File: src/rtl/mult_pkg.sv
// Shared types and helpers for the sequential Booth multiplier.
package mult_pkg;

    typedef enum logic [1:0] {
        IDLE = 2'd0,
        BUSY = 2'd1,
        DONE = 2'd2
    } state_t;

    typedef enum logic [1:0] {
        NOP = 2'd0,
        ADD = 2'd1,
        SUB = 2'd2
    } booth_op_t;

    // Counter must hold N+1 iterations.
    function automatic int cnt_width(input int n);
        return $clog2(n + 2);
    endfunction

    function automatic booth_op_t booth_decode(input logic q0, input logic q_m1);
        case ({q0, q_m1})
            2'b01:   return ADD;
            2'b10:   return SUB;
            default: return NOP;
        endcase
    endfunction

endpackage

File: src/rtl/seq_booth_multiplier_booth_step.sv
// One combinational radix-2 Booth iteration: add/sub then arithmetic shift.
// With MULT_EARLY_TERM_EN the shift amount is variable (barrel shifter).
module booth_step
    import mult_pkg::*;
#(
    parameter int N = 4
) (
    input  logic signed [N+1:0]         acc,
    input  logic        [N:0]           q,
    input  logic                        q_m1,
    input  logic signed [N:0]           a_ext,
`ifdef MULT_EARLY_TERM_EN
    input  logic [cnt_width(N)-1:0]     shamt,
`endif
    output logic signed [N+1:0]         acc_nxt,
    output logic        [N:0]           q_nxt,
    output logic                        q_m1_nxt
);

    booth_op_t           op;
    logic signed [N+1:0] a_wide;
    logic signed [N+1:0] sum;
    logic signed [2*N+3:0] full;
    logic signed [2*N+3:0] shifted;

    always_comb begin
        op     = booth_decode(q[0], q_m1);
        a_wide = {a_ext[N], a_ext};
        case (op)
            ADD:     sum = acc + a_wide;
            SUB:     sum = acc - a_wide;
            default: sum = acc;
        endcase
        // Shifting {acc, q, q_m1} as one word makes q_m1 pick up the last bit shifted out.
        full = {sum, q, q_m1};
`ifdef MULT_EARLY_TERM_EN
        shifted = full >>> shamt;
`else
        shifted = full >>> 1;
`endif
        acc_nxt  = shifted[2*N+3:N+2];
        q_nxt    = shifted[N+1:1];
        q_m1_nxt = shifted[0];
    end

endmodule

File: src/rtl/seq_booth_multiplier.sv
// Sequential radix-2 Booth multiplier, valid/ready on both sides, signed/unsigned per transaction.
// Define MULT_EARLY_TERM_EN to finish early once the remaining multiplier bits are uniform.
module seq_booth_multiplier
    import mult_pkg::*;
#(
    parameter int N = 4
) (
    input  logic           clk,
    input  logic           rst_n,
    input  logic           in_valid,
    output logic           in_ready,
    input  logic [N-1:0]   a,
    input  logic [N-1:0]   b,
    input  logic           signed_mode,
    output logic           out_valid,
    input  logic           out_ready,
    output logic [2*N-1:0] product,
    output logic           busy
);

    localparam int CW = cnt_width(N);

    state_t              state;
    logic [CW-1:0]       cnt;
    logic signed [N:0]   a_ext;
    logic signed [N+1:0] acc;
    logic signed [N+1:0] acc_nxt;
    logic [N:0]          q;
    logic [N:0]          q_nxt;
    logic                q_m1;
    logic                q_m1_nxt;
    logic                accept;
    logic                finish;

    assign in_ready  = (state == IDLE) || (state == DONE && out_ready);
    assign accept    = in_valid && in_ready;
    assign out_valid = (state == DONE);
    assign busy      = (state == BUSY);

`ifdef MULT_EARLY_TERM_EN
    logic          all_same;
    logic [CW-1:0] shamt;

    // Unprocessed bits q[cnt-1:1] all matching q[0] means every later pair is a NOP.
    always_comb begin
        all_same = 1'b1;
        for (int i = 1; i <= N; i++) begin
            if (i < int'(cnt) && q[i] != q[0]) all_same = 1'b0;
        end
    end

    assign shamt  = all_same ? cnt : CW'(1);
    assign finish = all_same || (cnt == CW'(1));
`else
    assign finish = (cnt == CW'(1));
`endif

    booth_step #(
        .N(N)
    ) u_step (
        .acc      (acc),
        .q        (q),
        .q_m1     (q_m1),
        .a_ext    (a_ext),
`ifdef MULT_EARLY_TERM_EN
        .shamt    (shamt),
`endif
        .acc_nxt  (acc_nxt),
        .q_nxt    (q_nxt),
        .q_m1_nxt (q_m1_nxt)
    );

    always_ff @(posedge clk or negedge rst_n) begin
        if (!rst_n) begin
            state   <= IDLE;
            cnt     <= '0;
            product <= '0;
        end else begin
            unique case (state)
                IDLE: begin
                    if (accept) begin
                        state <= BUSY;
                        cnt   <= CW'(N + 1);
                    end
                end
                BUSY: begin
                    if (finish) begin
                        state   <= DONE;
                        cnt     <= '0;
                        product <= {acc_nxt[N-2:0], q_nxt};
                    end else begin
                        cnt <= cnt - CW'(1);
                    end
                end
                DONE: begin
                    if (accept) begin
                        state <= BUSY;
                        cnt   <= CW'(N + 1);
                    end else if (out_ready) begin
                        state <= IDLE;
                    end
                end
                default: state <= IDLE;
            endcase
        end
    end

    // Datapath registers carry no reset; they are always reloaded on accept.
    always_ff @(posedge clk) begin
        if (accept) begin
            a_ext <= {a[N-1] & signed_mode, a};
            acc   <= '0;
            q     <= {b[N-1] & signed_mode, b};
            q_m1  <= 1'b0;
        end else if (state == BUSY) begin
            acc  <= acc_nxt;
            q    <= q_nxt;
            q_m1 <= q_m1_nxt;
        end
    end

endmodule
File: config.mk
export PLATFORM = sky130hd
export DESIGN_NAME = seq_booth_multiplier
export DESIGN_NICKNAME = d
export VERILOG_FILES = /design/src/rtl/mult_pkg.sv /design/src/rtl/seq_booth_multiplier_booth_step.sv /design/src/rtl/seq_booth_multiplier.sv
export SDC_FILE = /design/constraint.sdc
export NUM_CORES = 1
export LEC_CHECK = 0
export ABC_CLOCK_PERIOD_IN_PS = 3900
export BUFFER_PORTS_ARGS = -buffer_cell sky130_fd_sc_hd__buf_2
export CORE_MARGIN = 1.5
export CORE_UTILIZATION = 55
export CTS_CLUSTER_DIAMETER = 200
export DETAILED_ROUTE_END_ITERATION = 7
export GPL_ROUTABILITY_DRIVEN = 0
export GPL_TIMING_DRIVEN = 0
export PLACE_DENSITY = 0.78
export SLEW_MARGIN = 10
export SYNTH_ARGS = -nofsm -noshare
export SYNTH_HDL_FRONTEND = slang
export SYNTH_SLANG_ARGS = --single-unit
File: constraint.sdc
create_clock -name clk -period 3.9 [get_ports clk]
set_clock_uncertainty 0.15 [all_clocks]
set_input_delay 0.78 -clock clk [delete_from_list [all_inputs] [get_ports clk]]
set_output_delay 0.78 -clock clk [all_outputs]
set_load 0.01 [all_outputs]
==> results.sh <==
export IMPL_status="finished clean"
export IMPL_leakage_nw=0.834
export IMPL_setup_viol=0
export IMPL_avgViaCountPerCell=5.31
export IMPL_ctsHoldBuffers=0
export IMPL_crit_buf_inv=1
export IMPL_cts_inserted_buffers=5
export IMPL_gr_total_overflow=0
export IMPL_rrSetupSlack_ns=1.30
export IMPL_r2r_cells=9
export IMPL_synth_top_area_share_pct=22.1
export IMPL_syn_num_nets=175
export IMPL_crit_path_start_kind="register"
export IMPL_clkLatencyLatePin_ns=0.31
export IMPL_clkSinkCount=29
export IMPL_maxCapViolCount=0
export IMPL_grt_max_degree=15
export IMPL_arrival_ns=2.70
export IMPL_drtIter0Drc=25
export IMPL_avgRoutedWirePerCell_um=12.2
export IMPL_die_w_um=54.7
export IMPL_ctsResizeCount=0
export IMPL_rows=18
export IMPL_crit_path_start="a_ext[0]$_DFFE_PN_"
export IMPL_boundaryPins=24
export IMPL_critPathSlowestCell="edfxtp_1"
export IMPL_fmax_mhz=384
export IMPL_syn_to_final_growth_pct=16.1
export IMPL_holdWs_ns=0.184
export IMPL_diodes=0
export IMPL_slew_viol_final=0
export IMPL_worst_path_stages=9
export IMPL_yosysSeqAreaShare_pct=50.6
export IMPL_async_flop_share_pct=44.8
export IMPL_ys_ff_latch=29
export IMPL_synth_flop_cell="dfrtp_1"
export IMPL_synth_top_area_cell="dfrtp_1"
export IMPL_fin_ws_ns=1.30
export IMPL_route_met2_wl_um=1260
export IMPL_cpMostUsedCell="mux2i_1"
export IMPL_ir_drop_mv=0.502
export IMPL_regToRegStartpoint="a_ext[0]$_DFFE_PN_"
export IMPL_clock_root_buffer="clkbuf_4"
export IMPL_portBuffers=23
export IMPL_rsz0062_at_grt="no"
export IMPL_synth_edf_count=10
export IMPL_postSynthCellCount=152
export IMPL_cts_clk_slew_worst_paths_ns=0.09
export IMPL_grt_pass1_vias=1031
export IMPL_crit_fanout=3
export IMPL_start_util_pct=58.9
export IMPL_post_cts_buffers=0
export IMPL_clock_path_buffers=2
export IMPL_track_usage_pct=20.4
export IMPL_fin_nets=205
export IMPL_coreArea_sq_mm=0.00250
export IMPL_crit_chain="inv_1, ha_1, mux2i_1, ha_1, nor2b_1, o31a_1, o22ai_1, mux2i_1, mux2i_1"
export IMPL_r2r_end="acc[4]$_SDFFE_PN0P_"
export IMPL_finalWirelength_um=2600
export IMPL_hpwl_um=2040
export IMPL_ant_nets=0
export IMPL_htree_levels=2
export IMPL_hold_viol_final=0
export IMPL_fill_cells=191
export IMPL_drive_gt1_share_pct=18.6
export IMPL_grt_pass1_wl_um=4260
export IMPL_worst_pin_slew_ns=0.422
export IMPL_synth_area_per_cell_sq_um=9.69
export IMPL_grt_antenna_before_repair=0
export IMPL_ys_warn_count=0
export IMPL_critPathKind="reg2reg"
export IMPL_hold_path_class="in2async"
export IMPL_maxSlewHeadroom_pct=71.9
export IMPL_synthesis_area_sq_mm=0.00147
export IMPL_critical_path_top_delay_family="multiplexers"
export IMPL_dr_wl_met3_um=113
export IMPL_cts_tree="yes"
export IMPL_firstDrtPassIters=7
export IMPL_period_share_pct=66.7
export IMPL_wl_met1_um=1220
export IMPL_worstSetupEndpoint="acc[4]$_SDFFE_PN0P_"
export IMPL_cellPowerDensity_mw_per_mm2=944
export IMPL_die_area_sq_mm=0.00300
export IMPL_tns_ns=0
export IMPL_critPathMaxStageDelay_ns=0.45
export IMPL_pre_cts_slack_ns=1.33
export IMPL_drc=0
export IMPL_fin_crit_ns=2.60
export IMPL_die_h_um=54.7
export IMPL_routed_top_layer="met4"
export IMPL_crit_required_ns=4.00
export IMPL_synthTopCellsByArea="dfrtp_1, edfxtp_1, nand2_1, dfxtp_1, ha_1"
export IMPL_vias=1131
export IMPL_end_kind="register"
export IMPL_synth_cell_types=33
## worst reg2reg max path, delay by kind of cell (launching register included)
| kind | cells | cell delay (ns) |
|---|---|---|
| fa+ha+maj | 2 | 0.54 |
| buf+inv | 1 | 0.12 |
| flops | 1 | 0.45 |
| mux | 3 | 0.71 |
| simple gates | 1 | 0.14 |
| compound gates | 2 | 0.43 |
## metrics by stage
| step | cells | cell area (sq um) | power, W | utilization [%] |
|---|---|---|---|---|
| final | 213 | 1710 | 0.00162 | 68.4 |
| after CTS | 213 | 1710 | 0.00163 | 68.4 |
| after detailed placement | 205 | 1630 | 0.00137 | 65.0 |
| after global placement | 205 | 1630 | 0.00134 | 65.0 |
| after global routing | 213 | 1710 | 0.00177 | 68.4 |
| after floorplan | 152 | 1470 | 0.00117 | - |
## how the worst min path moves through the flow
stage / start / to / depth (start not counted) / slack (ns)
floorplan: q[1]$_DFFE_PP_ / product[0]$_DFFE_PN0P_ / 2 / 0.29
global placement: product[1]$_DFFE_PN0P_ / product[1]$_DFFE_PN0P_ / 2 / 0.31
detailed placement: product[0]$_DFFE_PN0P_ / product[0]$_DFFE_PN0P_ / 2 / 0.31
CTS: rst_n / state[1]$_DFFE_PN0P_ / 1 / 0.18
global route: rst_n / product[3]$_DFFE_PN0P_ / 1 / 0.18
finish: rst_n / product[3]$_DFFE_PN0P_ / 1 / 0.18
## layout by cell type, fill, tap and decap left out, drive strengths merged, types with 2 or more instances in the layout
cell,count
dfxtp,6
a21oi,6
and2,2
xnor2,5
nor2b,3
o21ai,13
ha,9
mux2i,5
nand2,36
clkbuf,10
clkinv,2
nor3,2
nand3,6
nor2,7
inv,8
dfrtp,13
a21o,2
edfxtp,10
buf,24
## cell families after synthesis
kind of cell / synth area share, %
xor+xnor: 2.97
mux: 4.16
simple gates: 17.1
fa+ha+maj: 9.01
buf+inv: 4.33
compound gates: 11.8
flops: 50.6
## routing by layer
layer,vias up,track usage (%)
met3,2,6.56
li1,580,-
met1,522,24.7
met5,-,0
met2,27,34.1
met4,0,6.25
## registers in the layout (all words and copies together) (netlist names)
name     cells
q_m1         1
acc          5
product      8
a_ext        5
q            5
state        2
cnt          3
## area by class of cell
class                           count  area [sq um]  area share [%]
Sequential cell                    29           746            43.6
Multi-Input combinational cell    109           663            38.8
Timing Repair Buffer               23           115            6.73
Clock buffer                        7          55.1            3.22
Inverter                           10          37.5            2.19
Tap cell                           30          37.5            2.19
Clock inverter                      1          30.0            1.76
Buffer                              4          26.3            1.54
## power breakdown
group | switching (W) | internal (W) | total [W] | leakage (nW)
sequential | 0.0000850 | 0.000466 | 0.000551 | 0.310
clock | 0.0000957 | 0.000153 | 0.000249 | 0.0455
combinational | 0.000448 | 0.000367 | 0.000815 | 0.478
total | 0.000629 | 0.000987 | 0.00162 | 0.834
## synth_stat cells (2+ instances only)
master and count:
nand2_1 36, dfrtp_1 13, o21ai_0 13, edfxtp_1 10, ha_1 9, inv_1 8, nor2_1 7, a21oi_1 6
dfxtp_1 6, nand3_1 6, mux2i_1 5, xnor2_1 5, nor2b_1 3, a21o_1 2, and2_1 2, clkbuf_1 2
clkinv_1 2, nor3_1 2
Note: power is estimated with default switching activity, not from simulation.
